[src/rtl/fetch_pc_unit_pkg.sv]
// Shared types and constants for the fetch PC unit: prediction record,
// PC increment and the BTB 2-bit counter encodings.
package fetch_pc_unit_pkg;

    localparam logic [31:0] PC_INC = 32'd4;

    typedef enum logic [1:0] {
        BP_N  = 2'b00,
        BP_NT = 2'b01,
        BP_TN = 2'b10,
        BP_T  = 2'b11
    } bp_state_t;

    typedef struct packed {
        logic [31:0] pc;
        logic        pred_taken;
        logic [31:0] pred_target;
    } pred_rec_t;

    // Only the taken-side counter states redirect fetch.
    function automatic logic predicts_taken(input logic found, input logic [1:0] bp_state);
        return found && (bp_state == BP_TN || bp_state == BP_T);
    endfunction

endpackage

[src/rtl/fetch_pc_unit_if.sv]
// Bundle of BTB lookup/update, execute resolution and status signals
// between the fetch PC unit (master) and its environment (slave).
interface fetch_pc_unit_if;
    import fetch_pc_unit_pkg::*;

    logic        stallF;
    logic        found;
    logic [31:0] predictPC;
    logic [1:0]  bp_state;
    logic        exec_valid;
    logic        exec_is_branch;
    logic        exec_taken;
    logic [31:0] exec_target;
    logic [31:0] branching_addressF;
    logic        access;
    logic        flushD;
    logic        update;
    logic [31:0] branchUpdatePC;
    logic [31:0] branchUpdateTarget;
    logic        queue_full;
    logic        underflow_err;

    modport master (
        input  stallF, found, predictPC, bp_state,
        input  exec_valid, exec_is_branch, exec_taken, exec_target,
        output branching_addressF, access, flushD,
        output update, branchUpdatePC, branchUpdateTarget,
        output queue_full, underflow_err
    );

    modport slave (
        output stallF, found, predictPC, bp_state,
        output exec_valid, exec_is_branch, exec_taken, exec_target,
        input  branching_addressF, access, flushD,
        input  update, branchUpdatePC, branchUpdateTarget,
        input  queue_full, underflow_err
    );

endinterface

[src/rtl/fetch_pc_unit_pred_queue.sv]
// In-flight prediction records, oldest at head; push/pop/clear in one cycle.
// Caller guarantees no push when full and no pop when empty.
module pred_queue
    import fetch_pc_unit_pkg::*;
#(
    parameter int QDEPTH = 4
) (
    input  logic                      clk,
    input  logic                      reset,
    input  logic                      push,
    input  logic                      pop,
    input  logic                      clear,
    input  pred_rec_t                 din,
    output pred_rec_t                 head,
    output logic [$clog2(QDEPTH):0]   count
);
    localparam int AW = $clog2(QDEPTH);

    pred_rec_t     mem [QDEPTH];
    logic [AW-1:0] wr_ptr;
    logic [AW-1:0] rd_ptr;

    assign head = mem[rd_ptr];

    // Storage needs no reset: count gates every read.
    always_ff @(posedge clk) begin
        if (push && !clear) begin
            mem[wr_ptr] <= din;
        end
    end

    always_ff @(posedge clk) begin
        if (reset || clear) begin
            wr_ptr <= '0;
            rd_ptr <= '0;
            count  <= '0;
        end else begin
            if (push) wr_ptr <= wr_ptr + 1'b1;
            if (pop)  rd_ptr <= rd_ptr + 1'b1;
            count <= count + {{AW{1'b0}}, push} - {{AW{1'b0}}, pop};
        end
    end

endmodule

[src/rtl/fetch_pc_unit.sv]
// Fetch PC generation with BTB prediction, in-order resolution and redirect.
// Redirects and BTB updates take effect one cycle after the deciding edge.
module fetch_pc_unit
    import fetch_pc_unit_pkg::*;
#(
    parameter logic [31:0] RESET_PC = 32'h0000_0000,
    parameter int          QDEPTH   = 4
) (
    input  logic             clk,
    input  logic             reset,
    fetch_pc_unit_if.master  bus
);
    localparam int CW = $clog2(QDEPTH) + 1;

    logic [31:0]   pc;
    logic [31:0]   pc_next;
    logic [CW-1:0] q_count;
    logic          q_full;
    logic          q_empty;
    logic          pred_taken;
    logic          push;
    logic          pop;
    logic          mispredict;
    pred_rec_t     head;
    pred_rec_t     push_rec;

    logic          flush_q;
    logic          update_q;
    logic [31:0]   upd_pc_q;
    logic [31:0]   upd_target_q;
    logic          underflow_q;

    assign pred_taken = predicts_taken(bus.found, bus.bp_state);
    assign q_full     = (q_count == CW'(QDEPTH));
    assign q_empty    = (q_count == '0);
    assign pop        = bus.exec_valid && !q_empty;
    assign push       = bus.access && !bus.stallF && !mispredict;
    assign push_rec   = '{pc: pc, pred_taken: pred_taken, pred_target: bus.predictPC};

    always_comb begin
        mispredict = 1'b0;
        if (pop) begin
            if (bus.exec_is_branch) begin
                mispredict = (bus.exec_taken != head.pred_taken) ||
                             (bus.exec_taken && (bus.exec_target != head.pred_target));
            end else begin
                mispredict = head.pred_taken;
            end
        end
    end

    always_comb begin
        pc_next = pc + PC_INC;
        if (mispredict) begin
            pc_next = (bus.exec_is_branch && bus.exec_taken) ? bus.exec_target
                                                             : head.pc + PC_INC;
        end else if (bus.stallF || q_full) begin
            pc_next = pc;
        end else if (pred_taken) begin
            pc_next = bus.predictPC;
        end
    end

    always_ff @(posedge clk) begin
        if (reset) begin
            pc           <= RESET_PC;
            flush_q      <= 1'b0;
            update_q     <= 1'b0;
            upd_pc_q     <= '0;
            upd_target_q <= '0;
            underflow_q  <= 1'b0;
        end else begin
            pc       <= pc_next;
            flush_q  <= mispredict;
            update_q <= pop && bus.exec_is_branch;
            if (pop && bus.exec_is_branch) begin
                upd_pc_q     <= head.pc;
                upd_target_q <= bus.exec_target;
            end
            if (bus.exec_valid && q_empty) begin
                underflow_q <= 1'b1;
            end
        end
    end

    pred_queue #(.QDEPTH(QDEPTH)) u_queue (
        .clk   (clk),
        .reset (reset),
        .push  (push),
        .pop   (pop),
        .clear (mispredict),
        .din   (push_rec),
        .head  (head),
        .count (q_count)
    );

    assign bus.branching_addressF = pc;
    assign bus.access             = !reset && !q_full;
    assign bus.queue_full         = q_full;
    assign bus.flushD             = flush_q;
    assign bus.update             = update_q;
    assign bus.branchUpdatePC     = upd_pc_q;
    assign bus.branchUpdateTarget = upd_target_q;
    assign bus.underflow_err      = underflow_q;

endmodule

[src/flat_wrapper.sv]
// flat-port wrapper written by rule: the top's interface ports become plain ports
module fetch_pc_unit_flat import fetch_pc_unit_pkg::*;
#(
    parameter logic [31:0] RESET_PC = 32'h0000_0000,
    parameter int          QDEPTH   = 4
)
  (clk, reset, bus_stallF, bus_found, bus_predictPC, bus_bp_state, bus_exec_valid, bus_exec_is_branch, bus_exec_taken, bus_exec_target, bus_branching_addressF, bus_access, bus_flushD, bus_update, bus_branchUpdatePC, bus_branchUpdateTarget, bus_queue_full, bus_underflow_err);
  fetch_pc_unit_if bus_i ();
  input  logic clk;
  input  logic reset;
  input wire logic [$bits(bus_i.stallF)-1:0] bus_stallF;
  input wire logic [$bits(bus_i.found)-1:0] bus_found;
  input wire logic [$bits(bus_i.predictPC)-1:0] bus_predictPC;
  input wire logic [$bits(bus_i.bp_state)-1:0] bus_bp_state;
  input wire logic [$bits(bus_i.exec_valid)-1:0] bus_exec_valid;
  input wire logic [$bits(bus_i.exec_is_branch)-1:0] bus_exec_is_branch;
  input wire logic [$bits(bus_i.exec_taken)-1:0] bus_exec_taken;
  input wire logic [$bits(bus_i.exec_target)-1:0] bus_exec_target;
  output wire logic [$bits(bus_i.branching_addressF)-1:0] bus_branching_addressF;
  output wire logic [$bits(bus_i.access)-1:0] bus_access;
  output wire logic [$bits(bus_i.flushD)-1:0] bus_flushD;
  output wire logic [$bits(bus_i.update)-1:0] bus_update;
  output wire logic [$bits(bus_i.branchUpdatePC)-1:0] bus_branchUpdatePC;
  output wire logic [$bits(bus_i.branchUpdateTarget)-1:0] bus_branchUpdateTarget;
  output wire logic [$bits(bus_i.queue_full)-1:0] bus_queue_full;
  output wire logic [$bits(bus_i.underflow_err)-1:0] bus_underflow_err;
  assign bus_i.stallF = bus_stallF;
  assign bus_i.found = bus_found;
  assign bus_i.predictPC = bus_predictPC;
  assign bus_i.bp_state = bus_bp_state;
  assign bus_i.exec_valid = bus_exec_valid;
  assign bus_i.exec_is_branch = bus_exec_is_branch;
  assign bus_i.exec_taken = bus_exec_taken;
  assign bus_i.exec_target = bus_exec_target;
  assign bus_branching_addressF = bus_i.branching_addressF;
  assign bus_access = bus_i.access;
  assign bus_flushD = bus_i.flushD;
  assign bus_update = bus_i.update;
  assign bus_branchUpdatePC = bus_i.branchUpdatePC;
  assign bus_branchUpdateTarget = bus_i.branchUpdateTarget;
  assign bus_queue_full = bus_i.queue_full;
  assign bus_underflow_err = bus_i.underflow_err;
  fetch_pc_unit #(.RESET_PC(RESET_PC), .QDEPTH(QDEPTH)) u_core (.clk(clk), .reset(reset), .bus(bus_i));
endmodule
[config.mk]
export PLATFORM = sky130hd
export DESIGN_NAME = fetch_pc_unit_flat
export DESIGN_NICKNAME = d
export VERILOG_FILES = /design/src/rtl/fetch_pc_unit_pkg.sv /design/src/rtl/fetch_pc_unit_if.sv /design/src/rtl/fetch_pc_unit_pred_queue.sv /design/src/rtl/fetch_pc_unit.sv /design/src/flat_wrapper.sv
export SDC_FILE = /design/constraint.sdc
export NUM_CORES = 1
export LEC_CHECK = 0
export CORE_UTILIZATION = 45
export CTS_CLUSTER_DIAMETER = 80
export DETAILED_ROUTE_END_ITERATION = 10
export HOLD_SLACK_MARGIN = 0.05
export PLACE_DENSITY = 0.7
export SLEW_MARGIN = 25
export SYNTH_ARGS = -nofsm -noshare
export SYNTH_HDL_FRONTEND = slang
export SYNTH_HIERARCHICAL = 1
export SYNTH_SLANG_ARGS = --single-unit
[constraint.sdc]
create_clock -name clk -period 5.9 [get_ports clk]
set_input_delay 1.475 -clock clk [delete_from_list [all_inputs] [get_ports clk]]
set_output_delay 1.475 -clock clk [all_outputs]
set_load 0.05 [all_outputs]
==> impl_metrics.ini, run 1 <==
[layout]
final_cell_area_um2 = 19200
num-fill-cells = 2878
synthesis_to_finish_area_growth_pct = 21.4
final_layout_size_suffix_gt1_share_pct = 13.7
layout.cells.non_filler = 1843
layout.nets = 1441

[synthesis]
synthDistinctLibCells = 62
synth.ff_latch_count = 368
synthesis.instances = 1192
synth.net_count = 1274
most_used_flip_flop_cell_after_synthesis = sky130_fd_sc_hd__edfxtp_1
synth_area_leader_cell = sky130_fd_sc_hd__edfxtp_1
synthesis.area_per_instance_um2 = 13.3
synth.cell_area_um2 = 15800
synth-seq-area-share_pct = 63.1
top_cells_by_area_in_the_synthesized_netlist = sky130_fd_sc_hd__edfxtp_1 49%, sky130_fd_sc_hd__dfxtp_1 14%, sky130_fd_sc_hd__mux4_2 9.3%, sky130_fd_sc_hd__nand2_1 4.4%, sky130_fd_sc_hd__a21oi_1 3.1%
yosysWarnings = 6
postSynth.asyncResetShare_pct = 0
synth_top_area_share_pct = 49.4
synth-edff-count = 260

[place]
dp_hpwl_mm = 28.2
gpl.final_weighted_congestion = 0.869
place.port_buffers = 172
placed_cell_area_um2 = 18000
numPlacedInstances = 1774

[clocking]
cts_setup_buffers = 0
numCtsBuffers = 38
cts_sinks = 368
cts-root-to-sink-buffers = 3
hold_buffers = 0
root_buffer = sky130_fd_sc_hd__clkbuf_16
clk_transition_reported_paths_ns = 0.06
worstSkewPairLatency_ns = 0.52
cts_resized = 0
ctsHtreeMaxLevel = 2
cts_tree = done

[sta]
post-route-period-util_pct = 78.4
grt_setup_unrepaired = no
post_route_clock_skew_ns = 0.0118
setup_tns_ns = 0
slew-limit-headroom_pct = 35.1
report.final.hold_viol_count = 0
tightest_slew_ns = 0.974
setup-violations-final = 0
fmax_ghz = 0.216
final-max-slew-violation-count = 0
finalCriticalPeriod_ns = 4.62
whs_ns = 0.452

[pwr]
total_net_switching_power_mw = 2.60
power_switching_share_pct = 32.7
p_int_mw = 5.35
power_density_nw_per_um2 = 414
vdd_ir_drop_max_uv = 209
total_leakage_power_nw = 6.06
combinational_share_of_power_pct = 28.3
power_frac_seq_pct = 42.7
clock_power_share_pct = 29.1

[setup_path]
cp_slowest_stage_delay_ns = 0.51
worstSetupPathType = in2reg
reg2reg_depth = 13
cp_data_required_time_ns = 6.06
reg2reg_setup_slack_ns = 1.38
cell_with_the_largest_stage_delay_on_the_worst_path = sky130_fd_sc_hd__clkdlybuf4s50_1
cp_max_fo = 29
crit_arrival_ns = 4.78
path_cells = clkdlybuf4s50_1 > xnor2_1 > nand4_1 > nor3_1 > and3_1 > buf_4 > nor2_2 > buf_4 > nor2b_1 > and2_2 > buf_4
end_kind = flop
crit_top_cell = sky130_fd_sc_hd__buf_4
startpoint_type_of_the_worst_setup_path = input port
endpoint_of_the_lowest_slack_register_to_register_path = u_core/u_queue/mem[3][58]

[floorplanning]
floorplan.core_area_um2 = 34500
die_height_um = 189
num_io_pins = 174
die_area_um2 = 35900
std_cell_rows = 68
floorplan.die.width_um = 189
floorplan.initialDensity_pct = 45.8

[grt]
grt_usage_pct = 23.3
grt_start_max_net_pins = 86
first_global_vias = 10300
grt_overflow = 0
grt_pass1_wl_mm = 62.9
antenna_found_initial = 1

[run]
max_cap_violations = 0

[drt]
final_wirelength_mm = 42.0
firstDrtPassIters = 6
wl_per_cell_um = 22.8
route.vias.total = 10800
dr.first_iter.drc_count = 959
via_per_inst = 5.89
postRouteAntennaNets = 0
post-route-drc-count = 0

[worst_hold_path]
hp-class = reg2reg
endpoint_with_the_worst_hold_slack = u_core/bus.branchUpdateTarget[14]
worst_hold_path.num_cells = 2
timing.hold.worst.start = u_core/bus.branchUpdateTarget[14]

[run_status]
status = complete, no violations
## stage by stage
stage / util (%) / total power [mW] / setup slack, ns
finish: 55.5 / 7.95 / 1.28
CTS: 55.5 / 7.98 / 1.29
floorplan: - / 4.97 / 0.682
global placement: 52.1 / 5.64 / 0.789
detailed placement: 52.1 / 5.68 / 0.767
global route: 55.5 / 8.25 / 1.13
## worst max-delay path, delay by kind of cell
family	cells	cell delay, ns
AND/OR/NAND/NOR	6	1.37
XOR/XNOR	1	0.47
buffers and inverters	4	1.42
## cell usage after synthesis (all sizes together) (3+ instances only)
| cell | instances |
|---|---|
| buf | 24 |
| dfxtp | 108 |
| nor3 | 24 |
| clkbuf | 49 |
| a211o | 5 |
| and4 | 7 |
| o21ai | 23 |
| o2111ai | 9 |
| nor4 | 10 |
| mux2 | 15 |
| or3 | 5 |
| o211ai | 3 |
| xnor2 | 42 |
| nor2 | 64 |
| a311oi | 7 |
| nand3 | 35 |
| and2 | 7 |
| nand2b | 4 |
| o221ai | 8 |
| a21oi | 98 |
| mux2i | 9 |
| inv | 13 |
| mux4 | 65 |
| ha | 8 |
| or4 | 5 |
| edfxtp | 260 |
| and3 | 4 |
| a211oi | 16 |
| a31oi | 3 |
| nand4 | 24 |
| nand2 | 185 |
| o22ai | 10 |
| o31ai | 4 |
| xor2 | 17 |
## layer usage
layer / share of wire [%] / global-route usage [%] / routed length, um
met5: 0 / 0 / 0
met4: 2.8 / 7.88 / 1190
met3: 7.9 / 2.98 / 3310
met2: 48 / 38.0 / 20300
met1: 41 / 32.2 / 17200
## sequential cells by signal, summed over array words and instances, names as in the netlist, named ones only
signal	count
u_core/bus.branching_addressF	32
u_core/u_queue/rd_ptr	2
u_core/u_queue/mem	260
u_core/bus.branchUpdatePC	32
u_core/bus.update	1
u_core/bus.branchUpdateTarget	32
u_core/bus.flushD	1
u_core/bus.underflow_err	1
u_core/u_queue/count	3
u_core/u_queue/wr_ptr	2
## cells by family (layout without fill, tap and decap cells)
group                    after synthesis  after routing  share of synthesized area, %
AND/OR/NAND/NOR                      382            382                          11.4
flip-flops                           368            368                          63.1
AO/OA/AOI/OAI                        198            198                          7.73
multiplexers                          89             89                          10.9
buffers and inverters                 86            281                          2.74
XOR/XNOR                              60             60                          3.42
adder cells (fa/ha/maj)                9              9                         0.760
other                                  0              1                             0
## cell type report
class	count	area (um^2)	area share [%]
Antenna cell	1	2.50	0.0130
Clock buffer	51	1060	5.54
Clock inverter	17	129	0.672
Inverter	13	48.8	0.254
Multi-Input combinational cell	738	5420	28.2
Sequential cell	368	9970	52.0
Tap cell	455	569	2.97
Timing Repair Buffer	200	1980	10.3
## placed cells by master, fill, tap and decap left out, types with 9 or more instances in the layout
| cell type | count |
|---|---|
| sky130_fd_sc_hd__nand3_1 | 35 |
| sky130_fd_sc_hd__buf_4 | 25 |
| sky130_fd_sc_hd__xnor2_1 | 42 |
| sky130_fd_sc_hd__mux4_2 | 65 |
| sky130_fd_sc_hd__o22ai_1 | 10 |
| sky130_fd_sc_hd__mux2i_1 | 9 |
| sky130_fd_sc_hd__a21oi_1 | 98 |
| sky130_fd_sc_hd__o2111ai_1 | 9 |
| sky130_fd_sc_hd__nand4_1 | 23 |
| sky130_fd_sc_hd__nor3_1 | 17 |
| sky130_fd_sc_hd__inv_1 | 13 |
| sky130_fd_sc_hd__clkbuf_16 | 41 |
| sky130_fd_sc_hd__nand2_1 | 183 |
| sky130_fd_sc_hd__dfxtp_1 | 106 |
| sky130_fd_sc_hd__a211oi_1 | 16 |
| sky130_fd_sc_hd__clkbuf_1 | 10 |
| sky130_fd_sc_hd__mux2_2 | 14 |
| sky130_fd_sc_hd__nor2_1 | 61 |
| sky130_fd_sc_hd__edfxtp_1 | 260 |
| sky130_fd_sc_hd__clkdlybuf4s50_1 | 171 |
| sky130_fd_sc_hd__xor2_1 | 17 |
| sky130_fd_sc_hd__o21ai_0 | 23 |
| sky130_fd_sc_hd__clkinv_2 | 10 |
## worst max path at each step
stage,start,cells past startpoint,to
floorplan,bus_exec_is_branch,10,u_core/u_queue/mem[0][0]
global placement,bus_exec_target[26],11,u_core/u_queue/mem[1][48]
detailed placement,bus_exec_target[26],11,u_core/u_queue/mem[1][48]
CTS,bus_exec_target[26],11,u_core/u_queue/mem[1][49]
global route,flop,13,u_core/u_queue/mem[2][7]
finish,bus_exec_target[26],11,u_core/u_queue/mem[3][58]
## power groups by stage
stage | Combinational [mW] | Clock (mW) | Sequential [mW]
after global routing | 2.38 | 2.44 | 3.43
after CTS | 2.25 | 2.34 | 3.39
after floorplan | 1.24 | 0 | 3.73
final | 2.24 | 2.31 | 3.39
after global placement | 2.22 | 0 | 3.42
after detailed placement | 2.24 | 0 | 3.44
Power figures use the tool's default switching activity.
==> run 2, diff against run 1 <==
Clock period 5.9 ns to 4.65 ns, I/O delays scaled along.
==> run 2 against run 1 <==
Critical path depth did not move. Via count rose by 1.2%. First-iteration DRC count rose by 4.1%. Clock-buffer cell count rose by 10. Sequential share of layout area fell by 0.79 points. Setup slack got worse by 0.74 ns. Sequential cell count did not move. Total power rose by 30%. Design area rose by 1.6%. Critical path type is now reg2reg. Largest cell class unchanged.
==> impl_metrics.ini, run 2 (same netlist as run 1, synthesis figures left out) <==
[sta]
post_route_clock_skew_ns = 0.0252
report.final.hold_viol_count = 0
setup-violations-final = 0
grt_setup_unrepaired = no
setup_tns_ns = 0
fmax_ghz = 0.243
tightest_slew_ns = 0.889
whs_ns = 0.452
final-max-slew-violation-count = 0
slew-limit-headroom_pct = 40.4
post-route-period-util_pct = 88.4
finalCriticalPeriod_ns = 4.11

[place]
place.port_buffers = 172
dp_hpwl_mm = 29.2
gpl.final_weighted_congestion = 0.905

[setup_path]
worstSetupPathType = reg2reg
cp_max_fo = 18
startpoint_type_of_the_worst_setup_path = flop
end_kind = flop
cp_data_required_time_ns = 4.83
crit_arrival_ns = 4.30

[pwr]
total_leakage_power_nw = 6.18
clock_power_share_pct = 29.9
power_density_nw_per_um2 = 530
total_net_switching_power_mw = 3.35
vdd_ir_drop_max_uv = 311
power_switching_share_pct = 32.5
power_frac_seq_pct = 41.4
p_int_mw = 6.97
combinational_share_of_power_pct = 28.8

[drt]
firstDrtPassIters = 5
post-route-drc-count = 0
via_per_inst = 5.91
route.vias.total = 11000
final_wirelength_mm = 42.6
dr.first_iter.drc_count = 998
wl_per_cell_um = 22.9
postRouteAntennaNets = 0

[floorplanning]
floorplan.core_area_um2 = 34500
die_height_um = 189
die_area_um2 = 35900
std_cell_rows = 68
floorplan.initialDensity_pct = 45.8
floorplan.die.width_um = 189
num_io_pins = 174

[run]
max_cap_violations = 0

[layout]
layout.nets = 1457
flip_flop_count_of_the_largest_register_after_layout = 260
final_layout_size_suffix_gt1_share_pct = 14.7
antennaDiodeCount = 0
top_register = u_core/u_queue/mem
final_common_cell = sky130_fd_sc_hd__edfxtp_1
synthesis_to_finish_area_growth_pct = 23.3
leading_cell_types_in_the_layout_fill_and_taps_excluded = 260 x sky130_fd_sc_hd__edfxtp_1, 183 x sky130_fd_sc_hd__nand2_1, 171 x sky130_fd_sc_hd__clkdlybuf4s50_1

[clocking]
cts_sinks = 368
ctsHtreeMaxLevel = 2
cts_setup_buffers = 0
worstSkewPairLatency_ns = 0.53
cts_tree = done
clk_transition_reported_paths_ns = 0.06
cts_resized = 0
hold_buffers = 0
cts-root-to-sink-buffers = 3
numCtsBuffers = 40
root_buffer = sky130_fd_sc_hd__clkbuf_16

[grt]
first_global_vias = 10600
antenna_found_initial = 0
grt_overflow = 0
grt_usage_pct = 23.7
grt_start_max_net_pins = 95
grt_pass1_wl_mm = 64.0

[worst_hold_path]
hp-class = reg2reg

[run_status]
status = complete, no violations
-- run 2: worst max-delay path, cell delays in order (launching register included) --
cell and delay [ns]:
sky130_fd_sc_hd__dfxtp_4 0.55, sky130_fd_sc_hd__buf_12 0.23, sky130_fd_sc_hd__mux4_2 0.54, sky130_fd_sc_hd__xnor2_1 0.23, sky130_fd_sc_hd__nand4_1 0.25, sky130_fd_sc_hd__nor4_1 0.57, sky130_fd_sc_hd__and3_1 0.28, sky130_fd_sc_hd__nor2_2 0.06
sky130_fd_sc_hd__nor3_1 0.22, sky130_fd_sc_hd__nor2b_1 0.26, sky130_fd_sc_hd__and2_2 0.24, sky130_fd_sc_hd__buf_4 0.31
-- run 2: final timing paths --
check	depth (start not counted)	from	to	slack [ns]
hold reg to reg	2	u_core/bus.branchUpdatePC[6]	u_core/bus.branchUpdatePC[6]	0.45
hold / removal	2	u_core/bus.branchUpdatePC[6]	u_core/bus.branchUpdatePC[6]	0.45
setup reg to reg	11	flop	u_core/u_queue/mem[0][30]	0.54
setup / recovery	11	flop	u_core/u_queue/mem[0][30]	0.54
-- run 2: metal layers --
layer  GRT usage, %  share of wire [%]  vias to the layer above
met5          0.687                  0                        -
met4           10.1                3.9                        0
met3           3.87                8.1                      102
met2           37.4                 47                      545
met1           32.6                 41                     5454
li1               -                  -                     4880
-- run 2: cell type report --
type	count	area (um^2)
Timing Repair Buffer	214	2190
Inverter	13	48.8
Clock buffer	61	1170
Multi-Input combinational cell	738	5420
Tap cell	455	569
Sequential cell	368	9970
Fill cell	2827	15100
Clock inverter	10	111
-- run 2: power by group through the flow --
stage	Clock [mW]	Combinational [mW]	Sequential, mW
after global placement	0	2.92	4.31
after CTS	3.12	2.96	4.27
final	3.08	2.97	4.27
after detailed placement	0	2.94	4.34
after floorplan	0	1.57	4.73
after global routing	3.24	3.13	4.32
-- run 2: stage by stage --
step	cell area, um^2	cells	util, %	total power, mW	setup slack [ns]
floorplan	15800	1192	-	6.30	0.432
global placement	18200	1788	52.7	7.22	0.255
detailed placement	18200	1788	52.7	7.28	0.157
CTS	19500	1859	56.4	10.4	0.561
global route	19500	1859	56.4	10.7	0.384
finish	19500	1859	56.4	10.3	0.537
==> run 3, diff against run 2 <==
Settings changed: CTS_CLUSTER_SIZE set to 12.
==> run 3 against run 2 <==
Critical path depth stayed put. Clock-buffer cell count is 2 higher. Utilization is 0.69 points lower. Die area stayed put. Combinational power hardly changed. Design area is 1.2% lower. Non-clock buffer count stayed put. Hold slack better by 0.0019 ns. Clock skew is 0.0050 ns higher. Critical endpoint is now u_core/u_queue/mem[0][44]. Largest cell class unchanged. Highest routed layer unchanged.
==> impl_metrics.ini, run 3 (same netlist as run 1, synthesis figures left out) <==
[layout]
top_register = u_core/u_queue/mem
synthesis_to_finish_area_growth_pct = 21.8
leading_cell_types_in_the_layout_fill_and_taps_excluded = 260 x sky130_fd_sc_hd__edfxtp_1, 183 x sky130_fd_sc_hd__nand2_1, 171 x sky130_fd_sc_hd__clkdlybuf4s50_1
final_layout_size_suffix_gt1_share_pct = 13.7
layout.nets = 1453
flip_flop_count_of_the_largest_register_after_layout = 260
final_common_cell = sky130_fd_sc_hd__edfxtp_1
antennaDiodeCount = 0

[clocking]
hold_buffers = 0
numCtsBuffers = 36
root_buffer = sky130_fd_sc_hd__clkbuf_16
cts_resized = 0
clk_transition_reported_paths_ns = 0.06
cts_setup_buffers = 0
cts-root-to-sink-buffers = 3
ctsHtreeMaxLevel = 2
cts_sinks = 368
worstSkewPairLatency_ns = 0.53
cts_tree = done

[drt]
post-route-drc-count = 0
final_wirelength_mm = 42.6
via_per_inst = 5.89
route.vias.total = 10900
dr.first_iter.drc_count = 1084
wl_per_cell_um = 23.0
postRouteAntennaNets = 0
firstDrtPassIters = 7

[run]
max_cap_violations = 0

[setup_path]
end_kind = flop
cell_with_the_largest_stage_delay_on_the_worst_path = sky130_fd_sc_hd__nor4_1
cp_max_fo = 16
worstSetupPathType = reg2reg
cp_slowest_stage_delay_ns = 0.56
path_cells = buf_12 > mux4_2 > xnor2_1 > nand4_1 > nor4_1 > and3_1 > nor2_2 > nor3_1 > nor2b_1 > and2_2 > buf_4
crit_arrival_ns = 4.29
startpoint_type_of_the_worst_setup_path = flop
cp_data_required_time_ns = 4.83

[grt]
antenna_found_initial = 0
grt_overflow = 0
grt_pass1_wl_mm = 64.1
grt_usage_pct = 23.8
first_global_vias = 10600
grt_start_max_net_pins = 95

[sta]
post-route-period-util_pct = 88.4
final-max-slew-violation-count = 0
finalCriticalPeriod_ns = 4.11
grt_setup_unrepaired = no
setup_tns_ns = 0
report.final.hold_viol_count = 0
slew-limit-headroom_pct = 39.9
fmax_ghz = 0.243
layout_setup_ws_ns = 0.539
post_route_clock_skew_ns = 0.0302
setup-violations-final = 0
tightest_slew_ns = 0.896

[floorplanning]
std_cell_rows = 68
die_height_um = 189
floorplan.initialDensity_pct = 45.8
floorplan.core_area_um2 = 34500
floorplan.die.width_um = 189
die_area_um2 = 35900
num_io_pins = 174

[place]
dp_hpwl_mm = 29.2
detailedPlace.worstSlack_ns = 0.157
place.port_buffers = 172
gpl.final_weighted_congestion = 0.905

[pwr]
power_density_nw_per_um2 = 515
vdd_ir_drop_max_uv = 345
fin_total_pwr_mw = 9.91
total_leakage_power_nw = 6.06

[run_status]
status = complete, no violations

[worst_hold_path]
hp-class = reg2reg
-- run 3: area by class of cell --
type / count / area [um^2]
Fill cell: 2860 / 15300
Sequential cell: 368 / 9970
Multi-Input combinational cell: 738 / 5420
Timing Repair Buffer: 214 / 2190
Clock buffer: 63 / 1020
Tap cell: 455 / 569
Inverter: 13 / 48.8
Clock inverter: 3 / 22.5
-- run 3: metrics by stage --
stage | hold WS (ns) | cells | instance area (um^2) | util (%)
finish | 0.454 | 1854 | 19200 | 55.7
global route | 0.472 | 1854 | 19200 | 55.7
CTS | 0.455 | 1854 | 19200 | 55.7
detailed placement | 0.447 | 1788 | 18200 | 52.7
global placement | 0.440 | 1788 | 18200 | 52.7
floorplan | 0.499 | 1192 | 15800 | -
-- run 3: final timing paths --
check                           slack [ns]                         start  depth (start not counted)                      endpoint
worst min register to register        0.45  u_core/bus.branchUpdatePC[6]                          2  u_core/bus.branchUpdatePC[6]
worst min-delay path                  0.45  u_core/bus.branchUpdatePC[6]                          2  u_core/bus.branchUpdatePC[6]
worst max register to register        0.54                          flop                         11     u_core/u_queue/mem[0][44]
worst max-delay path                  0.54                          flop                         11     u_core/u_queue/mem[0][44]
-- run 3: layer usage --
| layer | GRT usage (%) | part of all wire (%) |
|---|---|---|
| met1 | 32.4 | 41 |
| met3 | 4.11 | 8.2 |
| met4 | 10.1 | 4.0 |
| met5 | 0 | 0 |
| met2 | 37.5 | 47 |
-- run 3: critical path: cells and delay by family (launching register included) --
kind	cells	cell delay [ns]
flip-flops	1	0.55
multiplexers	1	0.53
XOR/XNOR	1	0.24
AND/OR/NAND/NOR	7	1.88
buffers and inverters	2	0.53
-- run 3: where the power goes --
| part | leakage [nW] | switching (mW) | internal, mW | total, mW |
|---|---|---|---|---|
| clock network | 0.500 | 1.19 | 1.50 | 2.68 |
| logic | 2.30 | 1.77 | 1.19 | 2.96 |
| registers | 3.26 | 0.342 | 3.93 | 4.27 |
| total | 6.06 | 3.30 | 6.61 | 9.91 |
